File: config.mk
export PLATFORM = sky130hd
export DESIGN_NAME = alu_operand_stage
export DESIGN_NICKNAME = d
export VERILOG_FILES = /design/src/rtl/alu_operand_stage.sv
export SDC_FILE = /design/constraint.sdc
export NUM_CORES = 1
export LEC_CHECK = 0
export ABC_AREA = 1
export CAP_MARGIN = 0
export CORE_MARGIN = 10
export CORE_UTILIZATION = 47
export CTS_CLUSTER_DIAMETER = 150
export DETAILED_ROUTE_END_ITERATION = 6
export GPL_TIMING_DRIVEN = 0
export PLACE_DENSITY = 0.71
export SETUP_SLACK_MARGIN = 0.05
export SLEW_MARGIN = 10
export SYNTH_ARGS = -nofsm -noshare
export SYNTH_HDL_FRONTEND = slang
export SYNTH_SLANG_ARGS = --single-unit
File: constraint.sdc
create_clock -name clk_i -period 9.3 [get_ports clk_i]
set_input_delay 0.93 -clock clk_i [delete_from_list [all_inputs] [get_ports clk_i]]
set_output_delay 0.93 -clock clk_i [all_outputs]
set_load 0.1 [all_outputs]
File: src/rtl/alu_operand_stage.sv
// alu_operand_stage: operand muxing, 32-bit ALU with flags, and an enabled result/overflow register
module alu_operand_stage (
  input  logic        clk_i,
  input  logic        rst_ni,
  input  logic [31:0] rd1_i,
  input  logic [31:0] rd2_i,
  input  logic [4:0]  shamt_i,
  input  logic [31:0] ext_i,
  input  logic        alu_a_src_i,
  input  logic        alu_b_src_i,
  input  logic [3:0]  alu_op_i,
  input  logic        en_i,
  output logic [31:0] c_o,
  output logic        n_o,
  output logic        z_o,
  output logic        v_o,
  output logic        carry_o,
  output logic [31:0] cq_o,
  output logic        vq_o
);
  logic [31:0] a, b;
  logic [32:0] sum, diff;
  logic [4:0]  sh;
  logic [31:0] cq_d, cq_q = '0;
  logic        vq_d, vq_q = 1'b0;
  assign a    = alu_a_src_i ? {27'b0, shamt_i} : rd1_i;
  assign b    = alu_b_src_i ? ext_i : rd2_i;
  assign sh   = a[4:0];
  assign sum  = {1'b0, a} + {1'b0, b};
  // bit 32 of the 33-bit difference is the unsigned borrow
  assign diff = {1'b0, a} - {1'b0, b};
  always_comb begin
    c_o = '0;
    case (alu_op_i)
      4'd0:  c_o = sum[31:0];
      4'd1:  c_o = diff[31:0];
      4'd2:  c_o = a & b;
      4'd3:  c_o = a | b;
      4'd4:  c_o = a ^ b;
      4'd5:  c_o = ~(a | b);
      4'd6:  c_o = {31'b0, $signed(a) < $signed(b)};
      4'd7:  c_o = {31'b0, a < b};
      4'd8:  c_o = b << sh;
      4'd9:  c_o = b >> sh;
      4'd10: c_o = $unsigned($signed(b) >>> sh);
      4'd11: c_o = {b[15:0], 16'b0};
      default: c_o = '0;
    endcase
  end
  assign v_o = alu_op_i == 4'd0 ? (a[31] == b[31]) && (sum[31] != a[31]) :
               alu_op_i == 4'd1 ? (a[31] != b[31]) && (diff[31] != a[31]) : 1'b0;
  assign carry_o = alu_op_i == 4'd0 ? sum[32] : alu_op_i == 4'd1 ? diff[32] : 1'b0;
  assign n_o = c_o[31];
  assign z_o = c_o == '0;
  assign cq_d = !rst_ni ? '0 : en_i ? c_o : cq_q;
  assign vq_d = !rst_ni ? 1'b0 : en_i ? v_o : vq_q;
  always_ff @(posedge clk_i) begin
    cq_q <= cq_d;
    vq_q <= vq_d;
  end
  assign cq_o = cq_q;
  assign vq_o = vq_q;
endmodule

After elaboration in Yosys (flattened, before gate mapping)
Cells that the tools add are included.
Word-level totals
  logic and storage cells: 39
  ROM bits: 0
  bits in registers: 33
  input bits: 110
  memories kept: 0
  output and inout bits: 69
  latch bits: 0
  RAM bits: 0
Operators by class
  $mul: 0
  div/mod/pow operators: 0
  reduce and logical (&&, ||, !) cells: 4
  eq/ne operators: 15
  muxes and demuxes: 7
  add/sub/neg operators: 2
  shift-type cells: 3
  $lt $le $gt $ge: 2
  bitwise logic cells: 4
Operators by type and width (count)
  $pmux 32 s12: 1
  $lt 32x32->1: 2
  $mux 32: 2
  $add 32x32->33: 1
  $sub 32x32->33: 1
  $and 32x32->32: 1
  $logic_not 32->1: 1
  $not 32->32: 1
  $or 32x32->32: 1
  $shl 32x5->32: 1
  $shr 32x5->32: 1
  $sshr 32x5->32: 1
  $xor 32x32->32: 1
  $eq 4x3->1 const B: 4
  $eq 4x4->1 const B: 4
  $eq 4x2->1 const B: 2
  $eq 4x1->1 const B: 1
  $logic_not 4->1: 1
  $mux 1: 4
  $ne 1x1->1: 3
  $logic_and 1x1->1: 2
  $eq 1x1->1: 1

Logic depth before layout (Yosys ltp)
Gate-level depths: netlist of run 1.
  depth after elaboration: 6
  gate-level depth with buffers: 29
  mapped depth without buffers: 24

Worst setup path after synthesis of run 1
No wires, ideal clock.
  path kind: input -> output
  start point: in alu_a_src_i
  end point: out z_o
  buffers on the path: 5
  required time: 8.370 ns
  data arrival time: 5.649 ns
  path slack: 2.721 ns
  cell stages on the path: 27
  path through: buf_6 -> inv_8 -> nand2_1 -> o21a_1 -> buf_2 -> inv_2 -> buf_4 -> buf_2 -> ha_1 -> buf_2 -> inv_1 -> nand2_1 -> nor2_1 -> nor2_1 -> o21bai_1 -> nand2_1 -> nand2_1 -> nand2_1 -> nand2_1 -> nand2_1 -> nand3_1 -> nand3_1 -> nor2_1 -> nand2_1 -> nor2_1 -> nand2_1 -> nor2_1
Between the ends
  word-level cells in the longest chain between the ends: 5
  elaborated cells on any way between the ends: 14
  classes of those cells: 2 x add/sub; 2 x order compare; 3 x shift; 2 x mux; 4 x bitwise; 1 x reduce/logical
Ends and longest elaborated chain
  start: declaration: line 9  | input logic alu_a_src_i,
  $mux 32 (*): line 26  | assign a = alu_a_src_i ? {27'b0, shamt_i} : rd1_i;
  parallel branches: the longest is 2 deep, another holds $sub 32x32->33
  $pmux 32 s12 (*): line 34  | case (alu_op_i)
  via c_o[0]: line 13  | output logic [31:0] c_o,
  $logic_not 32->1 (*): line 54  | assign z_o = c_o == '0;
  end: declaration: line 15  | output logic z_o,
Mark *: on every way through the listed nets, which the timed path passes.

Final worst setup path of run 1
  start point: in rd1_i[2]
  end point: out z_o
Between the ends
  word-level cells in the longest chain between the ends: 5
  elaborated cells on any way between the ends: 14
  classes of those cells: 2 x add/sub; 2 x order compare; 3 x shift; 2 x mux; 4 x bitwise; 1 x reduce/logical
Ends and longest elaborated chain
  start: declaration: line 5  | input logic [31:0] rd1_i,
  $mux 32 (*): line 26
  parallel branches: the longest is 2 deep, another holds $sub 32x32->33
  $pmux 32 s12 (*): line 34
  $logic_not 32->1 (*): line 54
Mark *: on every way between the ends.

==> results.cfg, run 1 <==
[clocking]
htree_levels = 2
postCtsHoldBufs = 0
cts_resized = 0
clk_pin_slew_ns = 0.05
cts_tree = yes
cts_root_buffer = clkbuf_16
cts_setup_buffers = 0
cts_buffers = 5
cts.sinks = 33
clock_latency_ns = 0.28
clock_path_buffers = 2

[setup_path]
crit_top_cell = nand2_1
r2r_end = cq_o[15]
cp-start-kind = primary input
ff2ff_path_depth = 4
cp_max_fo = 10
worstPathRequired_ns = 8.37
cp_slowest_cell = clkdlybuf4s50_1
endpoint_kind = output port
worst-path-buf-inv = 6
timing.rr.start = cq_o[15]
regToRegSetupSlack_ns = 8.54
crit_path_max_incr_delay_ns = 1.16
arrival_ns = 7.18
crit_family = buffers and inverters
crit_type = in2out

[die]
die-area_mm2 = 0.0325
io_pins = 179
initial_core_util_pct = 47.9
die-height_um = 180
die_x_um = 180
coreArea_mm2 = 0.0253
rows = 58

[sta]
tightest_slew_ns = 1.24
hold_slack_ns = 0.478
setup_violations = 0
hold_viol_final = 0
relSlewSlack_pct = 16.1
setup_tns_ns = 0
period_share_pct = 87.2
period_needed_ns = 8.11
timing.fmax_ghz = 0.123
drv_slew = 0
skew_ns = 0
grt_setup_unrepaired = false

[logic_synthesis]
synth_ff_type = dfxtp_1
yosysMostFrequentCell = nand2_1
synthCells = 2457
synth_area_leaders = nand2_1, nand3_1, ha_1
syn_avg_cell_area_um2 = 4.92
synth_nets = 2668
synth_top_cell_by_area = nand2_1
yosysWarningCount = 0
synthTopCellsByCount = nand2_1, nand3_1, nor2_1
synthDistinctLibCells = 51
synth_top_area_share_pct = 27.5
synth.cell_area_mm2 = 0.0121
ys_ff_latch = 33
synthArstFlopShare_pct = 0
synth_edf_count = 0
yosysSeqAreaShare_pct = 5.47

[layout]
drive_gt1_share_pct = 3.83
area_delta_synth_final_pct = 19.0
n_antenna_cell = 0
fin_nets = 2849
final_cell_area_mm2 = 0.0144
final_util_pct = 57.0

[power_and_ir_drop]
leakage_nw = 7.73
vdd_ir_drop_max_mv = 0.159
p_per_area_mw_per_mm2 = 111

[global_routing]
track_usage_pct = 41.0
grt_antenna_before_repair = 0
grt_max_degree = 13
first_global_vias = 17300
globalRouteOverflowTotal = 0
grt_pass1_wl_um = 105000

[detailed_routing]
postRouteAntennaNets = 0
routed-via-count = 18700
drt_iter0_drc = 3438
drc = 0
wl_um = 71900
vias_per_cell = 6.30
dr.pass1.iters = 7
wl_per_cell_um = 24.2

[job]
cap_violations = 0

[place]
hpwl_um = 58800
place_area_mm2 = 0.0142
gp_congestion = 1.19
port_buffers = 174

[hold_path]
hold_path_depth = 2
hp-start = cq_o[25]
min_to = cq_o[25]
hold_path.class = reg2reg

[outcome]
status = finished, final reports clean
worst min-delay path, stage by stage, from the launching register on:
cell      delay, ns
dfxtp_1        0.32
o211ai_1       0.08
inv_1          0.05
flip-flops by register name, summed over array words and instances, names as in the netlist:
name,cells
vq_o,1
cq_o,32
worst max path at each step:
stage,slack [ns],cells past startpoint,startpoint,to
floorplan,2.72,27,alu_a_src_i,z_o
global placement,1.61,25,shamt_i[2],z_o
detailed placement,1.59,25,rd1_i[2],z_o
CTS,1.58,25,rd1_i[2],z_o
global route,1.14,28,rd1_i[3],z_o
finish,1.19,25,rd1_i[2],z_o
stage by stage:
step	cells	power, mW	worst slack, ns
2_1_floorplan	2457	0.977	2.72
4_1_cts	2969	1.54	1.58
3_5_place_dp	2961	1.38	1.59
3_3_place_gp	2961	1.37	1.61
5_1_grt	2969	1.66	1.14
6_report	2969	1.60	1.19
placed cells by master (no fill, tap or decap), drive strengths merged, types with 5 or more instances in the layout:
| cell type | n |
|---|---|
| a31oi | 5 |
| o21ai | 142 |
| o22ai | 11 |
| ha | 99 |
| a21oi | 111 |
| nor4 | 8 |
| nand2 | 886 |
| nand3 | 369 |
| inv | 276 |
| clkbuf | 55 |
| clkinv | 5 |
| nor2 | 285 |
| clkdlybuf4s50 | 174 |
| o211ai | 22 |
| nand4 | 22 |
| nor3 | 27 |
| dfxtp | 33 |
| buf | 66 |
cell type report:
class	instances	area [µm²]
buffer	116	578
multi-input combinational	2029	9790
fill	2799	10900
tap	330	413
inverter	279	1050
clock inverter	3	17.5
timing repair buffer	174	1740
clock buffer	5	125
sequential	33	661
cell families after synthesis:
logic type      share of synthesized area (%)
buf+inv                                  13.5
fa+ha+maj                                10.6
xor+xnor                                0.145
simple gates                             55.6
compound gates                           14.7
flops                                    5.47
per-layer routing:
layer / up-vias / GRT usage [%] / share of wire [%]
li1: 8292 / - / -
met1: 8368 / 48.0 / 35
met2: 1637 / 61.9 / 41
met3: 399 / 12.8 / 15
met4: 0 / 30.2 / 9.2
met5: - / 0 / 0
power by group:
group	switching, mW	internal, mW	total, mW
Clock	0.0630	0.0980	0.161
Sequential	0.00625	0.153	0.159
Combinational	0.960	0.318	1.28
(Power assumes the default switching activity.)
==> run 2, diff against run 1 <==
--- a/config.mk
+++ b/config.mk
@@ -7,6 +7,7 @@
 export LEC_CHECK = 0
 export ABC_AREA = 1
 export CAP_MARGIN = 0
+export CORE_ASPECT_RATIO = 1.75
 export CORE_MARGIN = 10
 export CORE_UTILIZATION = 47
 export CTS_CLUSTER_DIAMETER = 150
==> results.cfg, run 2 (same netlist as run 1, synthesis figures left out) <==
[clocking]
clk_pin_slew_ns = 0.05
postCtsHoldBufs = 0
htree_levels = 2
clock_path_buffers = 2
cts_root_buffer = clkbuf_16
cts_resized = 0
cts_buffers = 5
cts.sinks = 33
clock_latency_ns = 0.28
cts_setup_buffers = 0
cts_tree = yes

[place]
hpwl_um = 61100
dp.cells = 2947
port_buffers = 174
preCtsSetupSlack_ns = 2.09
gp_congestion = 1.28

[sta]
setup_tns_ns = 0
tightest_slew_ns = 1.04
grt_setup_unrepaired = false
timing.fmax_ghz = 0.133
setup_violations = 0
setup_ws_ns = 1.78
period_share_pct = 80.8
drv_slew = 0
relSlewSlack_pct = 30.3
period_needed_ns = 7.52
hold_viol_final = 0
skew_ns = 0

[layout]
largest_register_ffs = 32
drive_gt1_share_pct = 3.79
layoutNonFillerInstCount = 2958
fin_nets = 2849
area_delta_synth_final_pct = 19.2
fillCellCount = 2811
layout_common_cells = nand2_1, nand3_1, nor2_1
final_common_cell = nand2_1

[setup_path]
regToRegSetupSlack_ns = 8.54
cp_max_fo = 10
crit_type = in2out
cp-start-kind = primary input
worstPathRequired_ns = 8.37
arrival_ns = 6.59
endpoint_kind = output port

[outcome]
status = finished, final reports clean

[detailed_routing]
drc = 0
vias_per_cell = 6.33
dr.pass1.iters = 7
drt_iter0_drc = 2873
postRouteAntennaNets = 0
wl_per_cell_um = 26.0
wl_um = 77000
routed-via-count = 18700

[global_routing]
globalRouteOverflowTotal = 0
grt_antenna_before_repair = 4
grt_max_degree = 13
first_global_vias = 17700
track_usage_pct = 45.2
grt_pass1_wl_um = 112000

[hold_path]
hold_path.class = reg2reg

[power_and_ir_drop]
leakage_nw = 7.74
vdd_ir_drop_max_mv = 0.101
p_per_area_mw_per_mm2 = 115

[die]
coreArea_mm2 = 0.0253
die_x_um = 141
die-height_um = 232
rows = 77
io_pins = 179
initial_core_util_pct = 47.7
die-area_mm2 = 0.0328

[job]
cap_violations = 0
[run 2: area by class of cell]
type	instances	area, µm²	share of cell area (%)
Timing Repair Buffer	174	1740	12.1
Antenna cell	3	7.51	0.0521
Tap cell	316	395	2.74
Multi-Input combinational cell	2029	9790	68.0
Inverter	279	1050	7.32
Buffer	116	578	4.01
Sequential cell	33	661	4.59
Clock buffer	7	143	0.990
Clock inverter	1	30.0	0.208
[run 2: path summary, 6_finish.rpt]
kind | depth (start not counted) | end | from
worst min register to register | 2 | cq_o[27] | cq_o[27]
worst min-delay path | 2 | cq_o[27] | cq_o[27]
worst max register to register | 4 | cq_o[18] | cq_o[18]
worst max-delay path | 23 | z_o | shamt_i[2]
[run 2: through the flow]
stage	area (µm²)	power, mW	utilization (%)	hold WS (ns)
floorplan	12100	0.977	-	0.994
global placement	14200	1.37	56.1	0.463
detailed placement	14200	1.38	56.1	0.472
CTS	14400	1.58	56.8	0.485
global route	14400	1.72	56.8	0.519
finish	14400	1.65	56.9	0.482
[run 2: metal layers]
| metal | track usage (%) | share of wire [%] |
|---|---|---|
| met5 | 0 | 0.026 |
| met4 | 46.0 | 13 |
| met3 | 14.6 | 12 |
| met2 | 72.8 | 45 |
| met1 | 43.7 | 30 |
[run 2: power breakdown]
| group | switching, mW | internal [mW] |
|---|---|---|
| clock network | 0.0625 | 0.134 |
| registers | 0.00581 | 0.153 |
| logic | 0.977 | 0.318 |
[run 2: worst max-delay path, stage by stage]
cell	delay [ns]
clkdlybuf4s50_1	0.41
nand2_1	0.07
nand2_1	0.21
inv_2	0.30
buf_4	0.29
buf_4	0.29
ha_1	0.32
nand2_1	0.14
nor2_1	0.05
nor2_1	0.29
o21ai_1	0.23
nand2_1	0.10
nand2_1	0.18
o21ai_0	0.25
a21oi_1	0.07
nor2_1	0.51
nand2_1	0.25
nor2_1	0.18
nand2_1	0.07
nor2_1	0.10
nand2_1	0.06
nor2_1	0.10
clkdlybuf4s50_1	1.16
